==> src/rtl/maxpool_relu2.sv <==
// rtl/maxpool_relu2.sv - 2x2 stride-2 max pooling over three lockstep channels; optional ReLU via MAXPOOL_RELU2_RELU_EN
module maxpool_relu2 #(
  parameter int WIDTH     = 8,
  parameter int HEIGHT    = 8,
  parameter int DATA_BITS = 12
) (
  input  logic                 clk,
  input  logic                 rst_n,
  input  logic                 valid_in,
  input  logic [DATA_BITS-1:0] conv_in_1,
  input  logic [DATA_BITS-1:0] conv_in_2,
  input  logic [DATA_BITS-1:0] conv_in_3,
  output logic [DATA_BITS-1:0] pool_out_1,
  output logic [DATA_BITS-1:0] pool_out_2,
  output logic [DATA_BITS-1:0] pool_out_3,
  output logic                 valid_out,
  output logic                 frame_done
);

  // Line buffer index is col/2, so the column counter is one bit wider than it.
  localparam int LW = (WIDTH / 2 > 1) ? $clog2(WIDTH / 2) : 1;
  localparam int CW = LW + 1;
  localparam int RW = (HEIGHT > 1) ? $clog2(HEIGHT) : 1;

  typedef logic signed [DATA_BITS-1:0] sample_t;

  function automatic sample_t act(input sample_t x);
`ifdef MAXPOOL_RELU2_RELU_EN
    return (x < 0) ? sample_t'(0) : x;
`else
    return x;
`endif
  endfunction

  // Ties return either operand, which is the same value.
  function automatic sample_t smax(input sample_t a, input sample_t b);
    return (a > b) ? a : b;
  endfunction

  logic [CW-1:0] r_col;
  logic [RW-1:0] r_row;
  sample_t       r_hold [3];
  sample_t       r_lb   [3][WIDTH/2];
  sample_t       r_pool [3];
  logic          r_valid_out;
  logic          r_frame_done;

  sample_t       w_x [3];
  sample_t       w_p [3];
  sample_t       w_h [3];
  sample_t       w_m [3];
  logic [LW-1:0] w_idx;
  logic          w_col_last;
  logic          w_row_last;

  assign w_idx      = r_col[CW-1:1];
  assign w_col_last = (r_col == CW'(WIDTH - 1));
  assign w_row_last = (r_row == RW'(HEIGHT - 1));

  // Per-channel datapath: activation, horizontal pair max, vertical pair max.
  always_comb begin
    w_x[0] = sample_t'(conv_in_1);
    w_x[1] = sample_t'(conv_in_2);
    w_x[2] = sample_t'(conv_in_3);
    for (int ch = 0; ch < 3; ch++) begin
      w_p[ch] = act(w_x[ch]);
      w_h[ch] = smax(r_hold[ch], w_p[ch]);
      w_m[ch] = smax(r_lb[ch][w_idx], w_h[ch]);
    end
  end

  // Raster counters, hold/line-buffer updates and registered pooled outputs.
  always_ff @(posedge clk or negedge rst_n) begin
    if (!rst_n) begin
      r_col        <= '0;
      r_row        <= '0;
      r_valid_out  <= 1'b0;
      r_frame_done <= 1'b0;
      for (int ch = 0; ch < 3; ch++) begin
        r_hold[ch] <= '0;
        r_pool[ch] <= '0;
        for (int i = 0; i < WIDTH / 2; i++) begin
          r_lb[ch][i] <= '0;
        end
      end
    end else begin
      r_valid_out  <= valid_in & r_col[0] & r_row[0];
      r_frame_done <= valid_in & w_col_last & w_row_last;
      if (valid_in) begin
        if (w_col_last) begin
          r_col <= '0;
          r_row <= w_row_last ? '0 : r_row + 1'b1;
        end else begin
          r_col <= r_col + 1'b1;
        end
        for (int ch = 0; ch < 3; ch++) begin
          if (!r_col[0]) begin
            r_hold[ch] <= w_p[ch];
          end else if (!r_row[0]) begin
            r_lb[ch][w_idx] <= w_h[ch];
          end else begin
            r_pool[ch] <= w_m[ch];
          end
        end
      end
    end
  end

  assign pool_out_1 = r_pool[0];
  assign pool_out_2 = r_pool[1];
  assign pool_out_3 = r_pool[2];
  assign valid_out  = r_valid_out;
  assign frame_done = r_frame_done;

endmodule

==> config.mk <==
export PLATFORM = sky130hd
export DESIGN_NAME = maxpool_relu2
export DESIGN_NICKNAME = d
export VERILOG_FILES = /design/src/rtl/maxpool_relu2.sv
export SDC_FILE = /design/constraint.sdc
export NUM_CORES = 1
export LEC_CHECK = 0
export CAP_MARGIN = 20
export CORE_MARGIN = 4
export CORE_UTILIZATION = 40
export CTS_BUF_LIST = sky130_fd_sc_hd__clkbuf_4
export CTS_CLUSTER_DIAMETER = 80
export DETAILED_ROUTE_END_ITERATION = 10
export SLEW_MARGIN = 10
export SYNTH_ARGS = -nofsm -noshare
export SYNTH_HDL_FRONTEND = slang
export SYNTH_SLANG_ARGS = --single-unit
==> constraint.sdc <==
create_clock -name clk -period 5.8 [get_ports clk]
set_input_delay 0.58 -clock clk [delete_from_list [all_inputs] [get_ports clk]]
set_output_delay 0.58 -clock clk [all_outputs]
set_load 0.005 [all_outputs]
==> impl_metrics.yaml, run 1 <==
grt:
  grt_max_degree: 137
  gr-total-overflow: 0
  antenna_found_initial: 1
  grt_pass1_vias: 9355
  grt_pass1_wl_um: 47900
  grt_usage_pct: 18.6
timing:
  fin_crit_sh_pct: 82.7
  finalHoldViolCount: 0
  fin_skew_ns: 0.0374
  worst_pin_slew_ns: 1.08
  max_freq_mhz: 209
  maxSlewViolCount: 0
  finalSetupTns_ns: 0
  fin_crit_ns: 4.80
  worst_slew_margin_rel_pct: 27.8
  setup_viol: 0
  rsz0062_at_grt: "false"
hold_path:
  min_path_cells: 2
  hold_class: "flop to flop"
finish:
  fill_cells: 2743
  post-route-util_pct: 48.6
  areaGrowthSynthToFinish_pct: 19.5
  drive_above_1_share_pct: 16.1
  nets: 1397
  final_cell_mix: "222 x dfrtp_1, 160 x nand2_1, 95 x clkbuf_4"
  final_common_cell: "dfrtp_1"
  finalInstanceArea_um2: 13900
synth:
  ys_ff_latch: 224
  synth_area_leaders: "dfrtp_1 48%, ha_1 8.2%, mux4_2 6.8%"
  yosys.area.top_type_share_pct: 48.1
  syn_area_um2: 11700
  synthFlopType: "dfrtp_1"
  yosys.area.top_type: "dfrtp_1"
  synth_cell_types: 49
  synth_async_sr_flop_share_pct: 100
  syn_avg_cell_area_um2: 10.1
  netlist_instances: 1157
  seq_area_frac_synth_pct: 48.1
  yosys_warnings: 0
  syn-num-nets: 1272
  synth_edf_count: 0
cts:
  clkSinkCount: 224
  cts_tree: "yes"
  cts_buffer_depth: 3
  clockRootBuffer: "clkbuf_4"
  cts_setup_buffers: 0
  clk_latency_ns: 0.66
  cts_max_level: 3
  cts.clk_slew.worst_paths_ns: 0.06
  cts_buffers: 68
place:
  dp_hpwl_um: 18800
  place_area_um2: 13100
  place_congestion: 0.830
  port_buffers: 76
worst_setup_path:
  critPathMaxStageDelay_ns: 0.53
  arrival_ns: 5.34
  critPathKind: "input port to flop"
  required_ns: 6.35
  crit_fanout: 15
  reg2regPathDepth: 17
  path_cells: "clkdlybuf4s50_1 -> inv_1 -> ha_1 -> a21o_1 -> a221o_1 -> nand2_1 -> o2111a_1 -> nor3_1 -> buf_4 -> a222oi_1 -> ha_1 -> a21oi_1 -> nor2_1 -> a211oi_1 -> o2111a_1 -> a222oi_1 -> nand2b_1 -> o221ai_1"
  slowest_stage: "o2111a_1"
  start_kind: "input port"
  setup.worst_path.end_class: "flop"
power_and_ir_drop:
  powerDensity_nw_per_um2: 605
  p_total_uw: 8440
  leakage_uw: 0.00638
  vdd_drop_max_mv: 0.222
route:
  wl_per_cell_um: 16.8
  met2WireLength_um: 13300
  dr.pass1.iters: 7
  vias_per_cell: 5.41
  antenna_violating_nets_post_route: 0
  route.met3.wl_um: 1350
  wl_met1_um: 13500
  drtIter0Drc: 660
  vias: 9265
  drc: 0
  postRouteWirelength_um: 28800
  top_layer: "met4"
floorplanning:
  die_w_um: 179
  core_um2: 28700
  start_util_pct: 40.6
  num_rows: 62
  die_area_um2: 32000
  die_h_um: 179
  num_io_pins: 77
run_status:
  outcome: "finished, final reports clean"
job:
  maxCapViolations: 0
[synthesized netlist by cell type, types with 4 or more instances]
cell and count:
a21oi_1 88, ha_1 76, a222oi_1 34, and3_1 5, nor2b_1 8, a21o_1 11, o21a_1 4, nor3_1 5
o221ai_1 23, and4_1 4, inv_1 83, o21ai_0 84, nand2b_1 5, o21ai_1 29, nand4_1 9, buf_2 4
mux2_2 8, o211ai_1 5, clkbuf_1 69, mux4_2 35, nand2_1 160, o32ai_1 11, dfrtp_1 224, nand3_1 19
a22o_1 22, nor2_1 81, o311ai_0 12
[where the power goes]
group | total [uW] | leakage [uW] | internal (uW) | switching [uW]
clock | 1580 | 0.000516 | 885 | 692
combinational | 4120 | 0.00310 | 1960 | 2150
sequential | 2740 | 0.00276 | 2250 | 494
total | 8440 | 0.00638 | 5100 | 3340
[sequential cells by signal, indices dropped and copies added, names as in the netlist]
signal,flops
pool_out_3,12
pool_out_2,12
r_row,3
r_col,3
pool_out_1,12
r_hold,36
r_lb,144
frame_done,1
valid_out,1
[cell families (layout without fill, tap and decap cells)]
| logic type | after synthesis | after routing | synth area share [%] |
|---|---|---|---|
| other | 0 | 1 | 0 |
| muxes | 46 | 46 | 7.79 |
| DFF | 224 | 224 | 48.1 |
| buffers and inverters | 161 | 331 | 5.35 |
| AOI/OAI and AO/OA | 345 | 345 | 19.6 |
| and+or+nand+nor | 305 | 305 | 11.1 |
| adders and majority gates | 76 | 76 | 8.15 |
[worst max-delay path: cells and delay by family]
kind	cells	cell delay (ns)
AO/OA/AOI/OAI	9	2.57
adder cells (fa/ha/maj)	2	0.66
buffers and inverters	3	0.79
AND/OR/NAND/NOR	4	0.73
[final timing paths]
check | from | end | slack (ns)
max | conv_in_1[5] | pool_out_1[11] | 1.00
min | r_lb[97] | r_lb[97] | 0.48
max reg2reg | r_hold[35] | pool_out_1[11] | 1.10
min reg2reg | r_lb[97] | r_lb[97] | 0.48
max in group asynchronous | rst_n | r_lb[135] | 4.08
min in group asynchronous | rst_n | r_lb[8] | 0.56
[per-stage QoR]
stage | instances | setup WS (ns) | hold slack (ns)
3_5_place_dp | 1595 | 0.443 | 0.466
3_3_place_gp | 1594 | 0.330 | 0.458
2_1_floorplan | 1157 | 1.52 | 0.284
4_1_cts | 1711 | 1.13 | 0.481
5_1_grt | 1712 | 0.630 | 0.501
6_report | 1712 | 1.00 | 0.479
[per-layer routing]
layer  track usage, %  up-vias
met1             25.6     4470
met5                0        -
met3             3.69       56
met4             6.56        0
li1                 -     4530
met2             29.3      209
[layout make-up]
class / count / area, um2 / area share (%)
multi-input combinational: 772 / 5460 / 39.2
tap: 384 / 480 / 3.45
sequential: 224 / 5610 / 40.2
timing repair buffer: 133 / 1210 / 8.65
clock inverter: 20 / 158 / 1.13
antenna: 1 / 2.50 / 0.0180
clock buffer: 95 / 713 / 5.12
inverter: 83 / 312 / 2.23
[repair_timing]
item                      in CTS  in global routing
resized for setup              0                  0
hold endpoints to repair      88                  0
hold buffers                   1                  0
Power figures use the tool's default switching activity.
==> run 2: changes to the inputs <==
==> constraint.sdc (replaced) <==
create_clock -name clk -period 5.01 [get_ports clk]
set_input_delay 0.501 -clock clk [delete_from_list [all_inputs] [get_ports clk]]
set_output_delay 0.501 -clock clk [all_outputs]
set_load 0.005 [all_outputs]
==> impl_metrics.yaml, run 2 (same netlist as run 1, synthesis figures left out) <==
cts:
  cts_tree: "yes"
  cts.clk_slew.worst_paths_ns: 0.07
  clkSinkCount: 224
  clockRootBuffer: "clkbuf_4"
  cts_max_level: 2
  cts_setup_buffers: 0
  clk_latency_ns: 0.71
  cts_buffers: 61
  cts_buffer_depth: 3
timing:
  fin_skew_ns: 0.0402
  worst_pin_slew_ns: 1.07
  setup_viol: 0
  fin_crit_ns: 4.44
  rsz0062_at_grt: "false"
  maxSlewViolCount: 0
  fin_crit_sh_pct: 88.5
  max_freq_mhz: 225
  worst_slew_margin_rel_pct: 27.8
  hold_slack_ns: 0.420
  finalHoldViolCount: 0
route:
  drtIter0Drc: 603
  vias: 9341
  wl_per_cell_um: 17.1
  antenna_violating_nets_post_route: 0
  drc: 0
  dr.pass1.iters: 9
  postRouteWirelength_um: 29300
  vias_per_cell: 5.43
worst_setup_path:
  start_kind: "flop"
  required_ns: 5.62
  setup.worst_path.end_class: "flop"
  crit_path_start: "r_hold[23]"
  r2r-start: "r_hold[23]"
  reg2regPathDepth: 16
  crit_fanout: 9
  worstSetupEndpoint: "pool_out_2[6]"
  critPathKind: "flop to flop"
  reg2reg_slack_ns: 0.57
  timing.rr.end: "pool_out_2[6]"
  arrival_ns: 5.05
floorplanning:
  die_h_um: 179
  die_area_um2: 32000
  core_um2: 28700
  num_io_pins: 77
  die_w_um: 179
  num_rows: 62
  start_util_pct: 40.6
power_and_ir_drop:
  powerDensity_nw_per_um2: 699
  pwr-share-seq_pct: 32.5
  switching_share_pct: 39.8
  p_total_uw: 9800
  p_int_uw: 5900
  pwr-share-comb_pct: 49.7
  leakage_uw: 0.00642
  power_frac_clock_pct: 17.8
  vdd_drop_max_mv: 0.220
  switching_power_uw: 3900
finish:
  fill_cells: 2742
  areaGrowthSynthToFinish_pct: 20.1
  final_common_cell: "dfrtp_1"
  largestRegisters: "r_lb: 144 flops, r_hold: 36 flops"
  final_cell_mix: "222 x dfrtp_1, 160 x nand2_1, 88 x a21oi_1, 88 x clkbuf_4, 84 x o21ai_0"
  drive_above_1_share_pct: 16.8
  largest_register: "r_lb"
  nets: 1404
  largest_register_ffs: 144
hold_path:
  hold_class: "input port to flop"
job:
  maxCapViolations: 0
run_status:
  outcome: "finished, final reports clean"
place:
  place_congestion: 0.805
  port_buffers: 76
  dp_hpwl_um: 19600
grt:
  gr-total-overflow: 0
  grt_usage_pct: 18.8
  grt_max_degree: 127
  grt_pass1_vias: 9657
  antenna_found_initial: 1
  grt_pass1_wl_um: 48800
-- run 2: changes by cell type in the layout (fill, tap and decap cells not counted) --
| cell | previous run | this run |
|---|---|---|
| clkbuf_4 | 95 | 88 |
| buf_2 | 1 | 0 |
| buf_12 | 1 | 2 |
| buf_4 | 54 | 67 |
| clkinv_1 | 13 | 11 |
| clkinv_2 | 3 | 6 |
| clkbuf_2 | 0 | 1 |
-- run 2: what timing repair did --
| action | CTS | global route |
|---|---|---|
| gates resized for setup | 0 | 0 |
| hold endpoints to repair | 125 | 0 |
| hold buffers | 1 | 0 |
-- run 2: metrics by stage --
| step | instance area (um2) | TNS (ns) | instances | setup slack (ns) | utilization (%) |
|---|---|---|---|---|---|
| 6_report | 14000 | 0 | 1720 | 0.575 | 48.8 |
| 5_1_grt | 14000 | 0 | 1720 | 0.222 | 48.8 |
| 4_1_cts | 14000 | 0 | 1718 | 0.436 | 48.8 |
| 3_5_place_dp | 13200 | -2.30 | 1608 | -0.189 | 45.9 |
| 3_3_place_gp | 13200 | -1.29 | 1608 | -0.107 | 45.9 |
| 2_1_floorplan | 11700 | 0 | 1157 | 0.811 | - |
-- run 2: critical path, cell delays in order (launching register included) --
cell and delay [ns]:
dfrtp_1 0.42, ha_1 0.31, and4_1 0.21, nand4_1 0.14, a21o_1 0.20, and3_1 0.16
nor3_1 0.86, a222oi_1 0.31, ha_1 0.39, nor2b_1 0.13, o21a_1 0.16, o21a_1 0.16
o21bai_1 0.12, a31oi_1 0.11, nand2b_1 0.23, buf_4 0.24, o221ai_1 0.18
-- run 2: power groups by stage --
stage	clock network [uW]	registers (uW)	logic [uW]
2_1_floorplan	0	2970	3300
3_3_place_gp	0	3190	4750
3_5_place_dp	0	3220	4890
4_1_cts	1800	3190	4910
5_1_grt	1910	3300	5520
6_report	1740	3190	4870
-- run 2: final cells by class --
class / count / area (um2) / area share [%]
Inverter: 83 / 312 / 2.22
Tap cell: 384 / 480 / 3.43
Timing Repair Buffer: 147 / 1320 / 9.45
Multi-Input combinational cell: 772 / 5460 / 39.0
Antenna cell: 1 / 2.50 / 0.0179
Sequential cell: 224 / 5610 / 40.0
Clock inverter: 21 / 165 / 1.18
Clock buffer: 88 / 661 / 4.71
-- run 2: worst min path at each step --
stage                  startpoint         end  slack (ns)  cells after the start
floorplan                   rst_n  frame_done        0.21                      0
global placement          r_lb[8]     r_lb[8]        0.46                      2
detailed placement        r_lb[4]     r_lb[4]        0.47                      2
CTS                 conv_in_2[11]  r_hold[23]        0.38                      3
global route         conv_in_1[4]  r_hold[28]        0.42                      3
finish              conv_in_2[11]  r_hold[23]        0.42                      3
-- run 2: per-layer routing --
layer | GRT usage (%) | vias up | wire length [um]
li1 | - | 4553 | -
met1 | 25.5 | 4536 | 13600
met2 | 30.9 | 212 | 13900
met3 | 3.86 | 40 | 1360
met4 | 4.83 | 0 | 425
met5 | 0 | - | 0
==> run 3: changes to the inputs <==
--- a/config.mk
+++ b/config.mk
@@ -7,7 +7,7 @@
 export LEC_CHECK = 0
 export CAP_MARGIN = 20
 export CORE_MARGIN = 4
-export CORE_UTILIZATION = 40
+export CORE_UTILIZATION = 45
 export CTS_BUF_LIST = sky130_fd_sc_hd__clkbuf_4
 export CTS_CLUSTER_DIAMETER = 80
 export DETAILED_ROUTE_END_ITERATION = 10
==> impl_metrics.yaml, run 3 (same netlist as run 1, synthesis figures left out) <==
run_status:
  outcome: "finished, final reports clean"
route:
  antenna_violating_nets_post_route: 0
  wl_per_cell_um: 17.4
  dr.pass1.iters: 6
  vias_per_cell: 5.60
  postRouteWirelength_um: 28800
  drtIter0Drc: 843
  vias: 9272
  drc: 0
timing:
  hold_slack_ns: 0.458
  worst_pin_slew_ns: 0.966
  maxSlewViolCount: 0
  setup_viol: 0
  fin_skew_ns: 0.0307
  max_freq_mhz: 225
  worst_slew_margin_rel_pct: 35.6
  fin_ws_ns: 0.567
  fin_crit_sh_pct: 88.7
  rsz0062_at_grt: "false"
  finalHoldViolCount: 0
  fin_crit_ns: 4.44
cts:
  cts_tree: "yes"
  cts_buffer_depth: 3
  clk_latency_ns: 0.70
  clockRootBuffer: "clkbuf_4"
  cts_max_level: 2
  cts_buffers: 61
  cts.clk_slew.worst_paths_ns: 0.06
  clkSinkCount: 224
  cts_setup_buffers: 0
power_and_ir_drop:
  vdd_drop_max_mv: 0.293
  leakage_uw: 0.00634
  p_total_uw: 9540
  powerDensity_nw_per_um2: 691
finish:
  finalInstanceArea_um2: 13800
  nets: 1397
  post-route-util_pct: 54.5
  final_common_cell: "dfrtp_1"
  largest_register: "r_lb"
  largest_register_ffs: 144
  final_cell_mix: "222 x dfrtp_1, 160 x nand2_1, 90 x clkbuf_4"
  drive_above_1_share_pct: 16.1
  areaGrowthSynthToFinish_pct: 18.4
  largestRegisters: "r_lb: 144 flops, r_hold: 36 flops"
floorplanning:
  core_um2: 25300
  die_area_um2: 28600
  start_util_pct: 46.0
  die_w_um: 169
  die_h_um: 169
  num_rows: 58
  num_io_pins: 77
worst_setup_path:
  setup.worst_path.end_class: "flop"
  cp_num_buf_inv: 3
  slowest_stage: "o22ai_1"
  crit_family: "compound AO/OA/AOI/OAI gates"
  arrival_ns: 5.01
  critPathMaxStageDelay_ns: 0.78
  crit_fanout: 24
  path_cells: "ha_1 -> and4_1 -> nand3_1 -> a21o_1 -> nand3b_1 -> o22ai_1 -> a222oi_1 -> buf_4 -> ha_1 -> inv_1 -> a2111oi_0 -> a31oi_2 -> buf_4 -> o311ai_0"
  start_kind: "flop"
  required_ns: 5.58
  critPathKind: "flop to flop"
place:
  dp_hpwl_um: 19400
  place_area_um2: 13100
  port_buffers: 76
  place_congestion: 0.804
  place_ws_ns: -0.276
grt:
  grt_pass1_wl_um: 48500
  gr-total-overflow: 0
  antenna_found_initial: 1
  grt_usage_pct: 20.6
  grt_pass1_vias: 9403
  grt_max_degree: 116
hold_path:
  hold_class: "input port to flop"
job:
  maxCapViolations: 0
run 3: cell count changes in the layout (fill, tap and decap cells not counted), sizes merged:
cell,change
buf,-6
clkinv,-4
bufinv,-3
clkbuf,+1
inv,+1
run 3: path summary, 6_finish.rpt:
check | end | depth (start not counted) | slack, ns | startpoint
worst max-delay path | pool_out_3[2] | 14 | 0.57 | r_hold[11]
worst min-delay path | r_hold[6] | 3 | 0.46 | conv_in_3[6]
worst max register to register | pool_out_3[2] | 14 | 0.57 | r_hold[11]
worst min register to register | r_lb[33] | 2 | 0.48 | r_lb[33]
max in group asynchronous | r_lb[125] | 3 | 3.39 | rst_n
min in group asynchronous | pool_out_3[0] | 2 | 0.50 | rst_n
run 3: worst register-to-register path, cell delays in order, from the launching register on:
cell	delay, ns
dfrtp_1	0.41
ha_1	0.35
and4_1	0.23
nand3_1	0.13
a21o_1	0.15
nand3b_1	0.15
o22ai_1	0.78
a222oi_1	0.26
buf_4	0.26
ha_1	0.30
inv_1	0.05
a2111oi_0	0.53
a31oi_2	0.15
buf_4	0.24
o311ai_0	0.34
run 3: power breakdown:
part           total, uW  switching (uW)  internal [uW]
logic               4800            2510           2290
registers           3170             563           2600
clock network       1570             756            812
run 3: per-layer routing:
layer  track usage [%]  up-vias  share of wire, %
li1                  -     4528                 -
met1              29.6     4475                47
met2              32.2      229                46
met3              4.18       40               5.5
met4              5.25        0               1.5
met5                 0        -                 0
run 3: final cells by class:
class	instances	area (um2)
clock buffers	90	676
flip-flops and latches	224	5610
fillers	2331	11500
multi-input cells	772	5470
inverters	83	312
repair buffers	140	1270
clock inverters	15	57.6
diodes	1	2.50
well taps	330	413
run 3: what timing repair did:
action | CTS | global route
gates resized for setup | 0 | 1
setup endpoints to repair | 0 | 12
hold buffers | 1 | 0
hold endpoints to repair | 114 | 0
run 3: through the flow:
stage | TNS, ns | std cells
floorplan | 0 | 1157
global placement | -2.35 | 1547
detailed placement | -3.07 | 1548
CTS | 0 | 1654
global route | 0 | 1655
finish | 0 | 1655
